==> config.mk <==
export PLATFORM = sky130hd
export DESIGN_NAME = sram_2p_march_bist
export DESIGN_NICKNAME = d
export VERILOG_FILES = /design/src/rtl/sram_march_bist_pkg.sv /design/src/rtl/sram_march_bist_cmp.sv /design/src/rtl/sram_2p_march_bist.sv
export SDC_FILE = /design/constraint.sdc
export NUM_CORES = 1
export LEC_CHECK = 0
export CORE_UTILIZATION = 42
export CTS_BUF_LIST = sky130_fd_sc_hd__clkbuf_8
export CTS_CLUSTER_DIAMETER = 50
export DETAILED_ROUTE_END_ITERATION = 6
export HOLD_SLACK_MARGIN = 0.15
export MAX_ROUTING_LAYER = met4
export PLACE_DENSITY = 0.91
export RECOVER_POWER = 100
export SETUP_SLACK_MARGIN = 0.15
export SYNTH_ARGS = -nofsm -noshare
export SYNTH_HDL_FRONTEND = slang
export SYNTH_SLANG_ARGS = --single-unit
==> constraint.sdc <==
create_clock -name CLK -period 4.4 [get_ports CLK]
set_clock_uncertainty 0.15 [all_clocks]
set_input_delay 0.66 -clock CLK [delete_from_list [all_inputs] [get_ports CLK]]
set_output_delay 0.66 -clock CLK [all_outputs]
set_load 0.05 [all_outputs]
==> src/rtl/sram_march_bist_pkg.sv <==
// Shared types and the March C- element table for the 2-port SRAM BIST.
// Contents:
//   state_e      - controller states (idle, run, drain, finish)
//   elem_idx_t   - March element index
//   elem_cfg_t   - per-element direction, op count, read/write polarities
//   elem_cfg()   - element table lookup
// Optional feature macro used by the files importing this package:
//   SRAM_MARCH_BIST_PORT_B_EN
package sram_march_bist_pkg;

  typedef enum logic [1:0] {
    StIdle,
    StRun,
    StDrain,
    StFinish
  } state_e;

  localparam int unsigned NUM_ELEMENTS = 6;

  typedef logic [2:0] elem_idx_t;

  // Polarity 0 selects the background pattern, 1 selects its inverse.
  typedef struct packed {
    logic       descending;
    logic [1:0] num_ops;        // 1 or 2 ops per address
    logic       first_is_read;  // with num_ops==2 the second op is always a write
    logic       read_pol;
    logic       write_pol;
  } elem_cfg_t;

  // March C-: {w0} up, {r0,w1} up, {r1,w0} up, {r0,w1} down, {r1,w0} down, {r0} up
  function automatic elem_cfg_t elem_cfg(elem_idx_t idx);
    elem_cfg_t cfg;
    cfg = '0;
    case (idx)
      3'd0: cfg = '{descending: 1'b0, num_ops: 2'd1, first_is_read: 1'b0,
                    read_pol: 1'b0, write_pol: 1'b0};
      3'd1: cfg = '{descending: 1'b0, num_ops: 2'd2, first_is_read: 1'b1,
                    read_pol: 1'b0, write_pol: 1'b1};
      3'd2: cfg = '{descending: 1'b0, num_ops: 2'd2, first_is_read: 1'b1,
                    read_pol: 1'b1, write_pol: 1'b0};
      3'd3: cfg = '{descending: 1'b1, num_ops: 2'd2, first_is_read: 1'b1,
                    read_pol: 1'b0, write_pol: 1'b1};
      3'd4: cfg = '{descending: 1'b1, num_ops: 2'd2, first_is_read: 1'b1,
                    read_pol: 1'b1, write_pol: 1'b0};
      3'd5: cfg = '{descending: 1'b0, num_ops: 2'd1, first_is_read: 1'b1,
                    read_pol: 1'b0, write_pol: 1'b0};
      default: cfg = '0;
    endcase
    return cfg;
  endfunction

endpackage

==> src/rtl/sram_march_bist_cmp.sv <==
// Read-data checker for the March BIST.
// A read issued in one cycle is registered here as {valid, expected, addr}; the SRAM
// data returned in the following cycle is compared against it and the sticky result
// registers are updated.
// Ports:
//   clk_i, rst_ni      - clock, asynchronous active-low reset
//   clr_i              - clear fail flag, first-fail address and count
//   rd_i/exp_i/addr_i  - read issued this cycle, its expected data and address
//   dout_a_i           - SRAM port A read data
//   fail_o/fail_addr_o/fail_count_o - sticky fail, first failing address, saturating count
// With SRAM_MARCH_BIST_PORT_B_EN defined:
//   port_i             - port the read was issued on (0=A, 1=B)
//   dout_b_i           - SRAM port B read data
//   fail_port_o        - port of the first mismatch
module sram_march_bist_cmp #(
  parameter int unsigned DataWidth = 20,
  parameter int unsigned AddrWidth = 9,
  parameter int unsigned CntWidth  = 8
) (
  input  logic                 clk_i,
  input  logic                 rst_ni,
  input  logic                 clr_i,
  input  logic                 rd_i,
  input  logic [DataWidth-1:0] exp_i,
  input  logic [AddrWidth-1:0] addr_i,
`ifdef SRAM_MARCH_BIST_PORT_B_EN
  input  logic                 port_i,
  input  logic [DataWidth-1:0] dout_b_i,
  output logic                 fail_port_o,
`endif
  input  logic [DataWidth-1:0] dout_a_i,
  output logic                 fail_o,
  output logic [AddrWidth-1:0] fail_addr_o,
  output logic [CntWidth-1:0]  fail_count_o
);

  logic                 stg_vld_q, stg_vld_d;
  logic [DataWidth-1:0] stg_exp_q, stg_exp_d;
  logic [AddrWidth-1:0] stg_addr_q, stg_addr_d;
  logic                 fail_q, fail_d;
  logic [AddrWidth-1:0] fail_addr_q, fail_addr_d;
  logic [CntWidth-1:0]  fail_count_q, fail_count_d;
  logic [DataWidth-1:0] dout;
  logic                 mismatch;

`ifdef SRAM_MARCH_BIST_PORT_B_EN
  logic stg_port_q, stg_port_d;
  logic fail_port_q, fail_port_d;

  // Select the data source by the port the pending read was issued on.
  assign dout        = stg_port_q ? dout_b_i : dout_a_i;
  assign fail_port_o = fail_port_q;
`else
  assign dout = dout_a_i;
`endif

  assign mismatch = stg_vld_q && (dout != stg_exp_q);

  always_comb begin
    stg_vld_d    = rd_i;
    stg_exp_d    = stg_exp_q;
    stg_addr_d   = stg_addr_q;
    fail_d       = fail_q;
    fail_addr_d  = fail_addr_q;
    fail_count_d = fail_count_q;
`ifdef SRAM_MARCH_BIST_PORT_B_EN
    stg_port_d   = stg_port_q;
    fail_port_d  = fail_port_q;
    if (rd_i) stg_port_d = port_i;
`endif
    if (rd_i) begin
      stg_exp_d  = exp_i;
      stg_addr_d = addr_i;
    end
    if (clr_i) begin
      fail_d       = 1'b0;
      fail_addr_d  = '0;
      fail_count_d = '0;
`ifdef SRAM_MARCH_BIST_PORT_B_EN
      fail_port_d  = 1'b0;
`endif
    end else if (mismatch) begin
      fail_d = 1'b1;
      if (!fail_q) begin
        fail_addr_d = stg_addr_q;
`ifdef SRAM_MARCH_BIST_PORT_B_EN
        fail_port_d = stg_port_q;
`endif
      end
      if (fail_count_q != '1) fail_count_d = fail_count_q + CntWidth'(1);
    end
  end

  always_ff @(posedge clk_i or negedge rst_ni) begin
    if (!rst_ni) begin
      stg_vld_q    <= 1'b0;
      stg_exp_q    <= '0;
      stg_addr_q   <= '0;
      fail_q       <= 1'b0;
      fail_addr_q  <= '0;
      fail_count_q <= '0;
`ifdef SRAM_MARCH_BIST_PORT_B_EN
      stg_port_q   <= 1'b0;
      fail_port_q  <= 1'b0;
`endif
    end else begin
      stg_vld_q    <= stg_vld_d;
      stg_exp_q    <= stg_exp_d;
      stg_addr_q   <= stg_addr_d;
      fail_q       <= fail_d;
      fail_addr_q  <= fail_addr_d;
      fail_count_q <= fail_count_d;
`ifdef SRAM_MARCH_BIST_PORT_B_EN
      stg_port_q   <= stg_port_d;
      fail_port_q  <= fail_port_d;
`endif
    end
  end

  assign fail_o       = fail_q;
  assign fail_addr_o  = fail_addr_q;
  assign fail_count_o = fail_count_q;

endmodule

==> src/rtl/sram_2p_march_bist.sv <==
// March C- BIST engine for the 2-port SRAM, one memory operation per clock.
// Ports:
//   CLK, RST_N                      - clock, asynchronous active-low reset
//   START/BUSY/DONE                 - test controller handshake
//   FAIL/FAIL_ADDR/FAIL_COUNT       - sticky result of the last run
//   A_BIST_* / A_DOUT               - SRAM port A BIST interface and read data
//   B_BIST_* / B_DOUT               - SRAM port B BIST interface and read data
// Optional feature macro SRAM_MARCH_BIST_PORT_B_EN: repeats the full sequence on port B
// after port A and adds FAIL_PORT (port of the first mismatch, 0=A, 1=B). Without it
// port B outputs are held at 0 and B_DOUT is ignored.
module sram_2p_march_bist
  import sram_march_bist_pkg::*;
#(
  parameter int unsigned             P_DATA_WIDTH     = 20,
  parameter int unsigned             P_ADDR_WIDTH     = 9,
  parameter logic [P_DATA_WIDTH-1:0] P_BG_PATTERN     = {P_DATA_WIDTH{1'b0}},
  parameter int unsigned             P_FAIL_CNT_WIDTH = 8
) (
  input  logic                        CLK,
  input  logic                        RST_N,
  input  logic                        START,
  output logic                        BUSY,
  output logic                        DONE,
  output logic                        FAIL,
  output logic [P_ADDR_WIDTH-1:0]     FAIL_ADDR,
  output logic [P_FAIL_CNT_WIDTH-1:0] FAIL_COUNT,
`ifdef SRAM_MARCH_BIST_PORT_B_EN
  output logic                        FAIL_PORT,
`endif
  output logic                        A_BIST_EN,
  output logic [P_ADDR_WIDTH-1:0]     A_BIST_ADDR,
  output logic [P_DATA_WIDTH-1:0]     A_BIST_DIN,
  output logic [P_DATA_WIDTH-1:0]     A_BIST_BM,
  output logic                        A_BIST_MEN,
  output logic                        A_BIST_WEN,
  output logic                        A_BIST_REN,
  input  logic [P_DATA_WIDTH-1:0]     A_DOUT,
  output logic                        B_BIST_EN,
  output logic [P_ADDR_WIDTH-1:0]     B_BIST_ADDR,
  output logic [P_DATA_WIDTH-1:0]     B_BIST_DIN,
  output logic [P_DATA_WIDTH-1:0]     B_BIST_BM,
  output logic                        B_BIST_MEN,
  output logic                        B_BIST_WEN,
  output logic                        B_BIST_REN,
  input  logic [P_DATA_WIDTH-1:0]     B_DOUT
);

  state_e                  state_q, state_d;
  elem_idx_t               elem_q, elem_d;
  logic [P_ADDR_WIDTH-1:0] addr_q, addr_d;
  logic                    op_q, op_d;  // 0: first op at this address, 1: second op

`ifdef SRAM_MARCH_BIST_PORT_B_EN
  logic port_q, port_d;  // 0: sweeping port A, 1: sweeping port B
`else
  logic port_q;
  assign port_q = 1'b0;
`endif

  elem_cfg_t               cfg, nxt_cfg;
  logic                    is_read, last_op, elem_end, last_elem;
  logic                    run, active, a_sel, start_ok, rd_valid;
  logic [P_DATA_WIDTH-1:0] wr_data, rd_exp;

  // Decode the current operation from the element table.
  always_comb begin
    cfg       = elem_cfg(elem_q);
    nxt_cfg   = elem_cfg(elem_q + elem_idx_t'(1));
    is_read   = cfg.first_is_read && !op_q;
    last_op   = (cfg.num_ops == 2'd1) || op_q;
    elem_end  = cfg.descending ? (addr_q == '0) : (addr_q == '1);
    last_elem = (elem_q == elem_idx_t'(NUM_ELEMENTS - 1));
    wr_data   = cfg.write_pol ? ~P_BG_PATTERN : P_BG_PATTERN;
    rd_exp    = cfg.read_pol ? ~P_BG_PATTERN : P_BG_PATTERN;
  end

  assign run      = (state_q == StRun);
  assign active   = run || (state_q == StDrain);
  assign a_sel    = run && !port_q;
  assign start_ok = (state_q == StIdle) && START;
  assign rd_valid = run && is_read;

  always_comb begin
    state_d = state_q;
    elem_d  = elem_q;
    addr_d  = addr_q;
    op_d    = op_q;
`ifdef SRAM_MARCH_BIST_PORT_B_EN
    port_d  = port_q;
`endif
    unique case (state_q)
      StIdle: begin
        if (START) begin
          state_d = StRun;
          elem_d  = '0;
          addr_d  = '0;
          op_d    = 1'b0;
`ifdef SRAM_MARCH_BIST_PORT_B_EN
          port_d  = 1'b0;
`endif
        end
      end
      StRun: begin
        if (!last_op) begin
          op_d = 1'b1;
        end else begin
          op_d = 1'b0;
          if (!elem_end) begin
            addr_d = cfg.descending ? addr_q - P_ADDR_WIDTH'(1) : addr_q + P_ADDR_WIDTH'(1);
          end else if (!last_elem) begin
            // Jump straight to the next element's start address, no idle cycle.
            elem_d = elem_q + elem_idx_t'(1);
            addr_d = nxt_cfg.descending ? '1 : '0;
          end else begin
`ifdef SRAM_MARCH_BIST_PORT_B_EN
            if (!port_q) begin
              port_d = 1'b1;
              elem_d = '0;
              addr_d = '0;
            end else begin
              state_d = StDrain;
            end
`else
            state_d = StDrain;
`endif
          end
        end
      end
      // One quiet cycle so the final read's data gets compared.
      StDrain:  state_d = StFinish;
      StFinish: state_d = StIdle;
      default:  state_d = StIdle;
    endcase
  end

  always_ff @(posedge CLK or negedge RST_N) begin
    if (!RST_N) begin
      state_q <= StIdle;
      elem_q  <= '0;
      addr_q  <= '0;
      op_q    <= 1'b0;
`ifdef SRAM_MARCH_BIST_PORT_B_EN
      port_q  <= 1'b0;
`endif
    end else begin
      state_q <= state_d;
      elem_q  <= elem_d;
      addr_q  <= addr_d;
      op_q    <= op_d;
`ifdef SRAM_MARCH_BIST_PORT_B_EN
      port_q  <= port_d;
`endif
    end
  end

  sram_march_bist_cmp #(
    .DataWidth (P_DATA_WIDTH),
    .AddrWidth (P_ADDR_WIDTH),
    .CntWidth  (P_FAIL_CNT_WIDTH)
  ) u_cmp (
    .clk_i        (CLK),
    .rst_ni       (RST_N),
    .clr_i        (start_ok),
    .rd_i         (rd_valid),
    .exp_i        (rd_exp),
    .addr_i       (addr_q),
`ifdef SRAM_MARCH_BIST_PORT_B_EN
    .port_i       (port_q),
    .dout_b_i     (B_DOUT),
    .fail_port_o  (FAIL_PORT),
`endif
    .dout_a_i     (A_DOUT),
    .fail_o       (FAIL),
    .fail_addr_o  (FAIL_ADDR),
    .fail_count_o (FAIL_COUNT)
  );

  assign BUSY = active;
  assign DONE = (state_q == StFinish);

  // Port A keeps its BIST mux selected through the port B sweep.
  assign A_BIST_EN   = active;
  assign A_BIST_BM   = active ? '1 : '0;
  assign A_BIST_MEN  = a_sel;
  assign A_BIST_REN  = a_sel && is_read;
  assign A_BIST_WEN  = a_sel && !is_read;
  assign A_BIST_ADDR = a_sel ? addr_q : '0;
  assign A_BIST_DIN  = (a_sel && !is_read) ? wr_data : '0;

`ifdef SRAM_MARCH_BIST_PORT_B_EN
  logic b_act, b_sel;
  assign b_act       = active && port_q;
  assign b_sel       = run && port_q;
  assign B_BIST_EN   = b_act;
  assign B_BIST_BM   = b_act ? '1 : '0;
  assign B_BIST_MEN  = b_sel;
  assign B_BIST_REN  = b_sel && is_read;
  assign B_BIST_WEN  = b_sel && !is_read;
  assign B_BIST_ADDR = b_sel ? addr_q : '0;
  assign B_BIST_DIN  = (b_sel && !is_read) ? wr_data : '0;
`else
  logic unused_b_dout;
  assign unused_b_dout = ^B_DOUT;
  assign B_BIST_EN     = 1'b0;
  assign B_BIST_BM     = '0;
  assign B_BIST_MEN    = 1'b0;
  assign B_BIST_REN    = 1'b0;
  assign B_BIST_WEN    = 1'b0;
  assign B_BIST_ADDR   = '0;
  assign B_BIST_DIN    = '0;
`endif

endmodule

# Word level (Yosys, flattened, before mapping)
# Cells that the tools add are included.
# W data, S select, Z words.
[word_totals]
regBits = 63
output_inout_bits = 126
wordCells = 96
[op_classes]
n_addsub = 4
eq_ne = 24
n_mux = 36
n_reduce_logical = 22
[ops]
columns = ["op", "count"]
rows = [
  ["$mux W9", 10],
  ["$mux W20", 4],
  ["$pmux W6 S6", 2],
  ["$mux W8", 3],
  ["$ne A20 B20 Y1", 1],
  ["$pmux W9 S2", 1],
  ["$eq A3 B2 Y1 const B", 4],
  ["$eq A3 B3 Y1 const B", 4],
  ["$mux W3", 4],
  ["$ne A2 B2 Y1 const B", 6],
  ["$add A9 B1 Y9 const B", 1],
  ["$eq A9 B9 Y1 const B", 1],
  ["$logic_not A9 Y1", 1],
  ["$sub A9 B1 Y9 const B", 1],
  ["$add A8 B1 Y8 const B", 1],
  ["$mux W2", 4],
  ["$ne A8 B8 Y1 const B", 1],
  ["$pmux W2 S4", 1],
  ["$reduce_and A4 Y1", 2],
  ["$eq A3 B1 Y1 const B", 2],
  ["$logic_not A3 Y1", 2],
  ["$pmux W3 S2", 1],
  ["$reduce_and A2 Y1", 3],
  ["$reduce_bool A2 Y1", 3],
  ["other kinds (11)", 23],
]

# Depth between registers and ports, before layout
# Gate-level depths: netlist of run 1.
[logic_depth]
ltp_word = 8
depth_mapped = 11
mapped_depth_nobuf = 10

# Hierarchy
# A second synthesis of run 1 with hierarchy kept.
[hier_totals]
hier_cells = 432
area_unflattened_um2 = 4375.4
[modules_own_cells]
columns = ["mod", "instances", "cells_each", "area_each_um2", "seq_area_each_um2"]
rows = [
  ["sram_march_bist_cmp", 1, 174, 2249.7, 1201.2],
  ["sram_2p_march_bist", 1, 258, 2125.8, 375.4],
]

# Worst setup path after synthesis of run 1
# No wires, ideal clock.
[synth_timing]
kind = "flip-flop to output port"
startpoint = "register state_q[1]"
endpoint = "output A_BIST_DIN[10]"
arrival_time_ps = 4827
required_time_ps = 3590
slack_ps = -1237
stages_incl_launch_ff = 6
path_buffers = 1
cell_sequence = "dfrtp_1 -> inv_1 -> ha_1 -> clkinv_1 -> nor4_1 -> buf_4"
[synth_via]
elab_chain_len = 3
[synth_lines]
columns = ["item", "line_no", "text"]
rows = [
  ["start: declaration", "sram_2p_march_bist.sv:48", "state_e state_q, state_d;"],
  ["start signal: assignment", "sram_2p_march_bist.sv:138", "state_q <= StIdle;"],
  ["start signal: assignment", "sram_2p_march_bist.sv:146", "state_q <= state_d;"],
  ["$eq A2 B1 Y1", "sram_2p_march_bist.sv:77", "assign run = (state_q == StRun);"],
  ["named net A_BIST_MEN", "sram_2p_march_bist.sv:34", "output logic A_BIST_MEN,"],
  ["$logic_and A1 B1 Y1", "sram_2p_march_bist.sv:188", "assign A_BIST_DIN = (a_sel && !is_read) ? wr_data : '0;"],
  ["$mux W20", "sram_2p_march_bist.sv:188", ""],
  ["end: declaration", "sram_2p_march_bist.sv:32", "output logic [P_DATA_WIDTH-1:0] A_BIST_DIN,"],
]
# The timed path passes the listed nets, and every way through them passes these cells.

# Worst setup path after layout of run 1
[layout_timing]
startpoint = "register state_q[1]"
endpoint = "output A_BIST_DIN[17]"
[layout_via]
elab_chain_len = 3
[layout_lines]
columns = ["item", "line_no"]
rows = [
  ["$eq A2 B1 Y1", "sram_2p_march_bist.sv:77"],
  ["$logic_and A1 B1 Y1", "sram_2p_march_bist.sv:188"],
  ["$mux W20", "sram_2p_march_bist.sv:188"],
]
# No other way between the ends.

==> out/metrics.cfg, run 1 <==
[run_status]
status=complete, but fails checks
violations=max-capacitance violations, max-slew violations

[placed_design]
port_buffers=95
placedCellCount=529
globalplace.congestion=0.8169
dpl.hpwl_um=5314

[logic_synthesis]
synth_top_flop_cell=dfrtp_1
synth_xor_area_frac=0.01558
synth_top_family_by_area=buffers and inverters
synthDistinctLibCells=53
yosysSeqAreaShare=0.3265
synth_mux_area_frac=0.04527
syn-instance-count=380
synth-simple-area-share=0.1814
postSynthAreaPerCell_um2=8.874
yosysWarnings=0
synth-edff-count=0
synthAdderAreaFrac=0.07273
ys_seq_elements=44
synth_compound_area_frac=0.1232
async_reset_ff_frac=1.000
synth_area_um2=3372

[clocking]
htreeDepth=2
clk_pin_slew_worst_paths_ns=0.08
cts_buffers=5
cts_sinks=44
cts_tree=done
cts_resized=0
clkLatencyLatePin_ns=0.30
clockBufferDepth=2
cts_root_buf=clkbuf_8

[timing]
final_max_slew_viol_count=45
fin_crit_sh=0.8688
max_freq_mhz=261.6
holdWs_ns=0.3462
worst_pin_slew_ns=2.313
post-route-min-period_ns=3.823
slew_headroom=-0.5423
setup_tns_ns=0
hold_violations=0
final-setup-viol-count=0
rsz0062_at_grt=no

[die]
die_area_um2=8391
rows=32
initial_core_util=0.4364
die_h_um=91.60
io_pins=169
design.core.area_um2=7727
die_w_um=91.60

[layout]
drive_gt1_frac=0.06207
fin_nets=497
fin_cells=537
syn_to_final_growth_pct=20.30
antenna_cells=0
nFillCells=691

[route]
vias_per_cell=4.948
num_vias=2657
ant_nets=0
wl_per_cell_um=12.76
dr.pass1.iters=4
drt_iter0_markers=97
drt-total-wl_um=6854
drt_drc_violations_left=0

[critical_path]
worst_setup_path_end_kind=output pin
critical-path-top-delay-family=buffers and inverters
path_max_fanout=15
worstPathBufferInverterCount=4
arrival_ns=3.01
crit_chain=inv_1 -> ha_1 -> buf_4 -> clkinv_1 -> nor4_2 -> dlygate4sd3_1
startpoint_type=flip-flop
required_ns=3.59
crit_type=reg2out
crit_slowest_cell=dlygate4sd3_1
slowest_delay_ns=0.96

[worst_hold_path]
hold_class=reg2reg

[grt]
grt_start_max_net_pins=45
grt_pass1_wl_um=11320
met2_usage=0.2957
grt.total_usage=0.1725
grt_util_met1=0.2017
grt_pass1_vias=2471
grt-ovfl-total=0
top_usage_layer=met2
antenna_found_initial=0
gr-usage-met3=0.04104

[power]
ir_drop_uv=135.2
p_leak_nw=1.856
powerDensity_nw_per_um2=223.7

[flow_run]
maxCapViolations=1

## sequential cells by signal, indices dropped and copies added (netlist names), 2 cells and up
register and flops:
u_cmp.stg_addr_q 9, u_cmp.fail_addr_o 9, state_q 2, elem_q 3
u_cmp.fail_count_o 8, addr_q 9
## layout by cell type (no fill, tap or decap), drive strengths merged, types with 2 or more instances in the layout
cell,netlist,routed
bufinv,0,2
xor2,2,2
nand2,25,25
mux2,10,10
or4,6,6
clkdlybuf4s50,0,20
nor3,10,10
o31ai,3,3
nand4,6,6
conb,1,53
and2,13,13
a21o,3,3
ha,18,18
dlygate4sd3,0,74
inv,10,10
or3,6,6
nand3,20,20
xnor2,4,4
o21ai,27,27
nor2,17,17
and3,2,2
clkbuf,5,6
buf,97,2
o41ai,2,2
a22o,2,2
dfrtp,44,44
a21oi,17,17
o21a,2,2
o21bai,4,4
mux2i,4,4
nor4,4,5
## power by group
part / internal [W] / leakage, nW / switching, W
clock: 0.000223 / 0.0642 / 0.000131
sequential: 0.000406 / 0.532 / 0.00000224
combinational: 0.0000232 / 1.26 / 0.000121
## synthesized netlist by cell type (2+ instances only)
master,n,area [um^2]
o31ai_1,3,22.52
mux2_2,10,112.6
dfrtp_1,44,1101
or4_1,5,37.54
and3_1,2,12.51
nand4_1,6,37.54
a21o_1,3,22.52
nor4_1,4,25.02
xnor2_1,4,35.03
o41ai_1,2,17.52
o21bai_1,4,30.03
o21ai_1,2,10.01
or3_1,6,37.54
mux2i_1,4,40.04
and2_1,11,68.82
ha_1,18,225.2
xor2_1,2,17.52
nand2_1,24,90.09
nand3_1,20,100.1
a21oi_1,17,85.08
o21a_1,2,15.01
a22o_2,2,20.02
clkbuf_1,5,18.77
inv_1,10,37.54
o21ai_0,24,120.1
nor2_1,17,63.81
buf_6,2,22.52
buf_4,93,698.2
nor3_1,10,50.05
## worst paths after layout
kind	end	startpoint	slack, ns	cells after the start
max	A_BIST_DIN[17]	state_q[1]	0.58	6
max in group asynchronous	u_cmp.fail_addr_o[4]	RST_N	1.87	1
max reg2reg	addr_q[8]	state_q[1]	1.07	9
min in group asynchronous	u_cmp.fail_count_o[7]	RST_N	0.90	1
min	u_cmp.fail_addr_o[0]	u_cmp.fail_addr_o[0]	0.35	2
min reg2reg	u_cmp.fail_addr_o[0]	u_cmp.fail_addr_o[0]	0.35	2
## routing by layer
| metal | wire length, um | part of all wire |
|---|---|---|
| met1 | 2815 | 0.41 |
| met2 | 3568 | 0.52 |
| met3 | 390 | 0.057 |
| met4 | 81 | 0.012 |
| met5 | 0 | 0 |
## logic make-up after synthesis
logic type               Yosys count
flip-flops                        44
other                              1
multiplexers                      14
AND/OR/NAND/NOR                  116
AO/OA/AOI/OAI                     67
buffers and inverters            113
XOR/XNOR                           6
adder cells (fa/ha/maj)           19
## worst min-delay path, delay by kind of cell (launching register included)
family	cells	cell delay, ns
and+or+nand+nor	1	0.06
DFF	1	0.34
AOI/OAI and AO/OA	1	0.06
## stage by stage
step	cell area, um^2	total power, W	utilization	setup WS (ns)
floorplan	3582	0.0005640	-	0.6716
global placement	3923	0.0005591	0.5076	0.8336
detailed placement	3923	0.0005613	0.5076	0.6827
CTS	4051	0.0009155	0.5243	0.3570
global route	4056	0.0009384	0.5249	0.3125
finish	4056	0.0009075	0.5249	0.5774
## what timing repair did
item,in CTS,in global routing
hold buffers,0,0
buffers inserted,0,0
endpoints found under the setup margin,0,20
## cell type report
cell class                      instances  area (um^2)  share of cell area
Timing Repair Buffer                   97        959.7              0.2366
Tap cell                              102        127.6             0.03146
Clock buffer                            5        68.82             0.01696
Inverter                               11        41.29             0.01018
Clock inverter                          2        60.06             0.01481
Multi-Input combinational cell        276         1698              0.4186
Sequential cell                        44         1101              0.2714
Note: power is estimated with default switching activity, not from simulation.
==> run 2: changes to the inputs <==
CAP_MARGIN = 5   (was unset)
==> results of run 2 <==
The final DEF is identical to that of run 1; final timing and power are the same.
==> run 3: changes to the inputs <==
CORE_UTILIZATION = 38   (was 42)
PLACE_DENSITY = 0.83   (was 0.91)
clock period = 3.06 ns   (was 4.4 ns; I/O delays follow)
==> run 3 against run 2 <==
Compared with the run above: global-route usage shrank 0.51 points; core utilization shrank 2.0 points; the flow now finishes without violations; clock power grew 10%; die area grew 10%; hold slack lost 0.17 ns; sequential cell count is the same; final cell count grew 2.6%; combinational power grew 43%; sequential power grew 44%; highest routed layer unchanged; routed wire length grew 7.8%; critical path depth is the same.
==> out/metrics.cfg, run 3 (synthesis results as in run 1) <==
[run_status]
status=finished, final reports clean

[worst_hold_path]
hold_class=in2async

[layout]
drive_gt1_frac=0.1625
fin_cells=551
final_area_um2=4359
antenna_cells=0
final_cell_mix=conb_1 (53), dfrtp_1 (42), dlygate4sd3_1 (28)
syn_to_final_growth_pct=29.28
mostFrequentLayoutCell=conb_1
fin_nets=505

[timing]
final_max_slew_viol_count=0
fin_crit_sh=0.9408
worst_pin_slew_ns=0.9957
final-setup-viol-count=0
max_freq_mhz=347.4
slew_headroom=0.3362
rsz0062_at_grt=yes
finalWorstSetupSlack_ns=0.1811
post-route-min-period_ns=2.879
hold_violations=0

[route]
ant_nets=0
num_vias=2752
vias_per_cell=4.995
drt_drc_violations_left=0
drt-total-wl_um=7389
dr.pass1.iters=5
wl_per_cell_um=13.41
drt_iter0_markers=139

[die]
rows=34
initial_core_util=0.3905
die_h_um=96.20
design.core.area_um2=8636
die_w_um=96.20
io_pins=169
die_area_um2=9254

[clocking]
cts_root_buf=clkbuf_8
cts_tree=done
clk_pin_slew_worst_paths_ns=0.09
clockBufferDepth=2
cts_sinks=44
htreeDepth=2
clkLatencyLatePin_ns=0.29
cts_hold_buf=0
cts_buffers=5

[critical_path]
crit_slowest_cell=and2_1
arrival_ns=2.27
path_max_fanout=9
crit_path_start=elem_q[0]
worst_setup_path_end_kind=output pin
crit_chain=inv_2 -> ha_2 -> mux2i_1 -> a21oi_1 -> and2_1 -> buf_12
crit_end=A_BIST_REN
startpoint_type=flip-flop
r2r_slack_ns=0.18
timing.rr.end=addr_q[8]
rr_startpoint=elem_q[0]
crit_type=reg2out
reg2regPathDepth=8
slowest_delay_ns=0.49
required_ns=2.45

[grt]
grt_pass1_wl_um=11720
grt-ovfl-total=0
grt_start_max_net_pins=45
grt.total_usage=0.1674
grt_pass1_vias=2568
antenna_found_initial=0

[power]
finalPower_w=0.001186
ir_drop_uv=166.0
powerDensity_nw_per_um2=272.2
p_leak_nw=1.938

[placed_design]
port_buffers=95
dpl_cell_area_um2=4229
dpl.hpwl_um=5564
placedCellCount=540
post-place-ws_ns=0.07208
globalplace.congestion=0.8320

[flow_run]
maxCapViolations=0

[run 3: what timing repair did]
action                                 CTS  global route
setup endpoints to repair               24             8
endpoints found under the hold margin    0             0
pin swaps                                0             7
setup buffers                            0             4
resized for setup                       24             9
[run 3: per-stage QoR]
stage | hold WS (ns) | util | setup TNS [ns]
floorplan | 0.01341 | - | -0.09935
global placement | 0.3379 | 0.4897 | 0
detailed placement | 0.3485 | 0.4897 | 0
CTS | 0.2045 | 0.4984 | 0
global route | 0.2581 | 0.5048 | 0
finish | 0.1761 | 0.5048 | 0
[run 3: how the worst min path moves through the flow]
| stage | startpoint | to | slack (ns) |
|---|---|---|---|
| 6_report | RST_N | u_cmp.fail_count_o[6] | 0.18 |
| 5_1_grt | RST_N | u_cmp.fail_count_o[6] | 0.26 |
| 4_1_cts | RST_N | elem_q[2] | 0.20 |
| 3_5_place_dp | u_cmp.fail_addr_o[1] | u_cmp.fail_addr_o[1] | 0.35 |
| 3_3_place_gp | u_cmp.fail_addr_o[7] | u_cmp.fail_addr_o[7] | 0.34 |
| 2_1_floorplan | RST_N | addr_q[0] | 0.01 |
[run 3: critical path, delay by kind of cell, from the launching register on]
family | cells | cell delay, ns
mux | 1 | 0.11
buf+inv | 2 | 0.31
flops | 1 | 0.46
fa+ha+maj | 1 | 0.22
simple gates | 1 | 0.49
compound gates | 1 | 0.40
[run 3: cell type report]
| class | count | area, um^2 |
|---|---|---|
| clock buffer | 7 | 96.34 |
| fill | 799 | 4277 |
| inverter | 11 | 46.29 |
| multi-input combinational | 275 | 1770 |
| sequential | 44 | 1104 |
| tap | 108 | 135.1 |
| timing repair buffer | 106 | 1207 |
[run 3: layer usage]
layer,vias up,global-route usage,share of wire
met5,-,-,0
met4,0,0.05846,0.016
met3,17,0.03318,0.058
met2,125,0.2890,0.51
met1,1308,0.1927,0.42
li1,1302,-,-
[run 3: power breakdown]
group          internal, W  total (W)  leakage [nW]  switching (W)
combinational    0.0000336   0.000208          1.36       0.000174
clock             0.000201   0.000392        0.0503       0.000191
sequential        0.000584   0.000587         0.530     0.00000324
total             0.000818    0.00119          1.94       0.000368
